$ cat src/rtl/popcount_accumulator.sv
// popcount_accumulator
//   Counts the ones in every accepted input beat and accumulates them over a
//   frame delimited by last_i. When the frame ends, the total ones, the beat
//   count and an overflow flag are held on the output until downstream takes
//   them. After each frame there is one idle cycle before the next beat is
//   accepted.
//
//   Ports
//     clk_i       clock, rising edge
//     rst_ni      asynchronous active-low reset
//     clear_i     synchronous abort of the current frame and any held result
//     valid_i     input beat valid
//     ready_o     input beat accepted when valid_i && ready_o
//     data_i      input beat, INPUT_WIDTH bits
//     last_i      final beat of the frame (qualified by the input handshake)
//     valid_o     frame result valid
//     ready_i     result consumed when valid_o && ready_i
//     sum_o       total ones in the frame
//     beats_o     number of beats counted in the frame
//     overflow_o  frame had more than MAX_BEATS beats

// popcount_tree
//   Combinational balanced adder tree returning the number of ones in data_i.
//   The input is zero-padded up to the next power of two. Nodes are stored
//   heap-style: leaves at [N-1 .. 2N-2], the root at index 0.
//
//   Ports
//     data_i   input word, WIDTH bits
//     count_o  ones count, CNT_WIDTH bits
module popcount_tree #(
    parameter int unsigned WIDTH     = 32,
    parameter int unsigned CNT_WIDTH = $clog2(WIDTH) + 1
) (
    input  logic [WIDTH-1:0]     data_i,
    output logic [CNT_WIDTH-1:0] count_o
);

    localparam int unsigned LEVELS = (WIDTH > 1) ? $clog2(WIDTH) : 1;
    localparam int unsigned N      = 1 << LEVELS;

    logic [CNT_WIDTH-1:0] node [0:2*N-2];

    for (genvar i = 0; i < N; i++) begin : g_leaf
        if (i < WIDTH) begin : g_bit
            assign node[N-1+i] = CNT_WIDTH'(data_i[i]);
        end else begin : g_pad
            assign node[N-1+i] = '0;
        end
    end

    // Every node's count fits CNT_WIDTH since it never exceeds WIDTH.
    for (genvar j = 0; j < N - 1; j++) begin : g_sum
        assign node[j] = node[2*j+1] + node[2*j+2];
    end

    assign count_o = node[0];

endmodule

module popcount_accumulator #(
    parameter int unsigned INPUT_WIDTH = 32,
    parameter int unsigned MAX_BEATS   = 256
) (
    input  logic                                 clk_i,
    input  logic                                 rst_ni,
    input  logic                                 clear_i,
    input  logic                                 valid_i,
    output logic                                 ready_o,
    input  logic [INPUT_WIDTH-1:0]               data_i,
    input  logic                                 last_i,
    output logic                                 valid_o,
    input  logic                                 ready_i,
    output logic [$clog2(INPUT_WIDTH)+1+$clog2(MAX_BEATS)-1:0] sum_o,
    output logic [$clog2(MAX_BEATS):0]           beats_o,
    output logic                                 overflow_o
);

    localparam int unsigned CNT_WIDTH  = $clog2(INPUT_WIDTH) + 1;
    localparam int unsigned SUM_WIDTH  = CNT_WIDTH + $clog2(MAX_BEATS);
    localparam int unsigned BEAT_WIDTH = $clog2(MAX_BEATS) + 1;

    typedef enum logic {
        ACCUM = 1'b0,
        HOLD  = 1'b1
    } state_t;

    state_t                state_q, state_d;
    logic [SUM_WIDTH-1:0]  sum_q, sum_d;
    logic [BEAT_WIDTH-1:0] beats_q, beats_d;
    logic                  ovf_q, ovf_d;

    logic [CNT_WIDTH-1:0]  beat_count;
    logic                  in_hs;

    popcount_tree #(
        .WIDTH     (INPUT_WIDTH),
        .CNT_WIDTH (CNT_WIDTH)
    ) u_popcount (
        .data_i  (data_i),
        .count_o (beat_count)
    );

    assign ready_o = (state_q == ACCUM);
    assign valid_o = (state_q == HOLD);
    assign in_hs   = valid_i && ready_o;

    always_comb begin
        state_d = state_q;
        sum_d   = sum_q;
        beats_d = beats_q;
        ovf_d   = ovf_q;

        if (clear_i) begin
            state_d = ACCUM;
            sum_d   = '0;
            beats_d = '0;
            ovf_d   = 1'b0;
        end else begin
            unique case (state_q)
                ACCUM: begin
                    if (in_hs) begin
                        // Beats past MAX_BEATS only mark overflow; the
                        // counters saturate so the sum can never wrap.
                        if (beats_q == BEAT_WIDTH'(MAX_BEATS)) begin
                            ovf_d = 1'b1;
                        end else begin
                            sum_d   = sum_q + SUM_WIDTH'(beat_count);
                            beats_d = beats_q + 1'b1;
                        end
                        if (last_i) begin
                            state_d = HOLD;
                        end
                    end
                end
                HOLD: begin
                    if (ready_i) begin
                        state_d = ACCUM;
                        sum_d   = '0;
                        beats_d = '0;
                        ovf_d   = 1'b0;
                    end
                end
                default: begin
                    state_d = ACCUM;
                end
            endcase
        end
    end

    always_ff @(posedge clk_i or negedge rst_ni) begin
        if (!rst_ni) begin
            state_q <= ACCUM;
            sum_q   <= '0;
            beats_q <= '0;
            ovf_q   <= 1'b0;
        end else begin
            state_q <= state_d;
            sum_q   <= sum_d;
            beats_q <= beats_d;
            ovf_q   <= ovf_d;
        end
    end

    assign sum_o      = sum_q;
    assign beats_o    = beats_q;
    assign overflow_o = ovf_q;

endmodule

$ cat config.mk
export PLATFORM = sky130hd
export DESIGN_NAME = popcount_accumulator
export DESIGN_NICKNAME = d
export VERILOG_FILES = /design/src/rtl/popcount_accumulator.sv
export SDC_FILE = /design/constraint.sdc
export NUM_CORES = 1
export LEC_CHECK = 0
export ABC_AREA = 1
export CAP_MARGIN = 20
export CORE_MARGIN = 2
export CORE_UTILIZATION = 55
export CTS_BUF_LIST = sky130_fd_sc_hd__clkbuf_2
export DETAILED_ROUTE_END_ITERATION = 10
export PLACE_DENSITY = 0.89
export SYNTH_ARGS = -nofsm -noshare
export SYNTH_HDL_FRONTEND = slang
export SYNTH_SLANG_ARGS = --single-unit
export TNS_END_PERCENT = 5
$ cat constraint.sdc
create_clock -name clk_i -period 7 [get_ports clk_i]
set_input_delay 0.7 -clock clk_i [delete_from_list [all_inputs] [get_ports clk_i]]
set_output_delay 0.7 -clock clk_i [all_outputs]
set_load 0.02 [all_outputs]
==> run summary <==
Status = completed
Crit-path max cell delay = 0.58 ns
Layout cell share with drive strength beyond 1 = 3.88%
Drt first pass iters = 4
Clock power frac = 4.4%
Fmax = 190 MHz
Crit. End Element = flop
Number of top-level pins = 64
Critical path buffer and inverter count = 3
# rows = 24
Number of CTS-inserted buffers = 3
Fillers = 329
Total of max-cap violations = 0
Final setup vio count = 0
Antenna cells = 0
Setup TNS = 0 ns
Die area = 5080 um^2
RSZ-0062 raised after global routing = no
Largest net degree at the start of global routing = 28
Async set-reset flop share out of synthesis = 100%
Chip Height = 71.3 um
Sequential power share = 13.3%
Final period utilization = 75.1%
Hold WC Path Type = reg2reg
Via count = 2,215
Crit-path max FO = 3
Post-CTS setup buffers = 0
Post-Syn Instances = 323
CTS tree = built
Clock H-tree levels = 1
Most frequent cells in the layout = nand2_1, inv_1, clkdlybuf4s50_1
CP dominant cell by count = fa_1
Core Area = 4350 um^2
Worst EP required = 7.30 ns
Post-CTS Hold Buffers = 0
Critical-path cell list = clkdlybuf4s50_1, fa_1, inv_1, fa_1, fa_1, fa_1, fa_1, fa_1, fa_1, inv_1, fa_1, nand2_1, nand3_1, nand3_1, nand2_1, nand2_1, nand2_1, nand2_1, nor2_1
Fin crit period = 5.26 ns
Initial antenna violation count = 0
Synthesis-stage register bit count = 25
Gate power share = 82.2%
First-pass GRT wire length = 9330 um
Leak = 1.62 nW
DR vias/cell = 5.05
Clk root buf = clkbuf_2
Final hold vios = 0
Cell Pwr Density = 417 nW/um^2
Pins Over Slew Limit = 0
Post-DP HPWL = 4600 um
Post-synth EDFFs = 0
Detail Route Antenna Nets = 0
DR WL/cell = 12.2 um
Syn nets = 404
CP arrival = 5.56 ns
Synth Area per Inst = 7.70 um^2
Startpoint types = primary input
CTS Sinks = 25
Worst-Margin Slew = 0.650 ns
Main synth FF type = dfrtp_1
Worst slew margin = 56.5%
Total power = 0.00133 W
Clk Latency, worst-skew pair = 0.36 ns
Crit path max-delay family = adder cells
Die W = 71.3 um
Commonest non-fill, non-tap cell in the layout = nand2_1
Layout area overhead = 27.9%
DRC Markers = 0
Clock skew = 0.0178 ns
NetSw = 0.000696 W
Total Routing Usage GR = 22.6%
Type of the worst setup path = in2reg
Ys Warns = 0
DRT iter0 DRCs = 116
Post-synthesis sequential area ratio = 25.2%
GPL Wtd Cong = 0.891
Synthesized area = 2490 um^2
Clock-pin slew on the worst setup and hold paths = 0.23 ns
Final WL = 5350 um
Vias in the first global route = 2,180
Max clock buf depth = 2
Final nets = 469
Crit path max-delay cell type = fa_1
Worst VDD drop = 0.000712 V
Initial core utilization = 57.1%
Switching share of power = 52.4%
Internal Pwr Total = 0.000632 W
GR Overflow Total = 0
Cell variety after synth = 27
Port bufs = 63
Resized cells post-CTS = 0
registers in the layout (all words and copies together), names as in the netlist:
| signal | count |
|---|---|
| valid_o | 1 |
| overflow_o | 1 |
| beats_o | 9 |
| sum_o | 14 |
through the flow:
| stage | std cells | utilization, % | hold WS (ns) | area, um^2 | setup slack, ns |
|---|---|---|---|---|---|
| after floorplan | 323 | - | 0.404 | 2490 | 2.09 |
| after global placement | 434 | 72.2 | 0.481 | 3140 | 1.45 |
| after detailed placement | 435 | 72.6 | 0.479 | 3160 | 1.35 |
| after CTS | 439 | 73.1 | 0.528 | 3180 | 1.74 |
| after global routing | 439 | 73.1 | 0.549 | 3180 | 1.53 |
| final | 439 | 73.1 | 0.522 | 3180 | 1.74 |
kinds of logic (layout without fill, tap and decap cells):
| kind of cell | Yosys count | after routing | share of synthesized area, % |
|---|---|---|---|
| xor gates and xnor gates | 4 | 4 | 1.41 |
| AOI/OAI and AO/OA | 27 | 27 | 5.94 |
| buffers and inverters | 81 | 145 | 13.2 |
| adders and majority gates | 43 | 43 | 29.5 |
| and+or+nand+nor | 143 | 143 | 24.8 |
| DFF | 25 | 25 | 25.2 |
worst paths after layout:
check / start / end / slack (ns) / cells after the start
worst min register to register: overflow_o$_DFFE_PN0P_ / overflow_o$_DFFE_PN0P_ / 0.52 / 1
worst max register to register: sum_o[0]$_DFFE_PN0P_ / sum_o[8]$_DFFE_PN0P_ / 2.58 / 17
worst min-delay path: overflow_o$_DFFE_PN0P_ / overflow_o$_DFFE_PN0P_ / 0.52 / 1
min in group asynchronous: rst_ni / beats_o[4]$_DFFE_PN0P_ / 0.69 / 1
worst max-delay path: data_i[0] / sum_o[8]$_DFFE_PN0P_ / 1.74 / 19
max in group asynchronous: rst_ni / sum_o[12]$_DFFE_PN0P_ / 5.78 / 2
final cells by class:
class                      instances  area, um^2  area share, %
clock buffer                       3        15.0          0.472
clock inverter                     1        7.51          0.236
inverter                          77         289           9.08
multi-input combinational        217        1530           48.2
sequential                        25         626           19.7
tap                               52        65.1           2.04
timing repair buffer              64         646           20.3
power by group through the flow:
| stage | logic [W] | clock network [W] | registers (W) |
|---|---|---|---|
| finish | 0.00109 | 0.0000589 | 0.000177 |
| CTS | 0.00109 | 0.0000606 | 0.000177 |
| floorplan | 0.000810 | 0 | 0.000195 |
| global route | 0.00127 | 0.0000659 | 0.000180 |
| detailed placement | 0.00108 | 0 | 0.000180 |
| global placement | 0.00104 | 0 | 0.000179 |
metal layers:
layer  vias up  GRT usage (%)  share of wire (%)
met1      1042           29.7                 41
met5         -              0                  0
met2        63           39.7                 53
li1       1106              -                  -
met3         4           3.52                4.8
met4         0           5.03               0.71
cells in the mapped netlist, types with 2 or more instances:
library cell	instances	area [um^2]
o21ai_1	8	40.0
nor3_1	3	15.0
o21ai_0	2	10.0
nand3_1	20	100
ha_1	17	213
a21oi_1	12	60.1
xor2_1	2	17.5
nand2_1	79	297
nor2_1	28	105
nand4_1	6	37.5
inv_1	74	278
or2_2	2	12.5
buf_6	3	33.8
xnor2_1	2	17.5
dfrtp_1	25	626
fa_1	26	521
nand2_4	2	22.5
inv_2	3	11.3
Power figures use the tool's default switching activity.
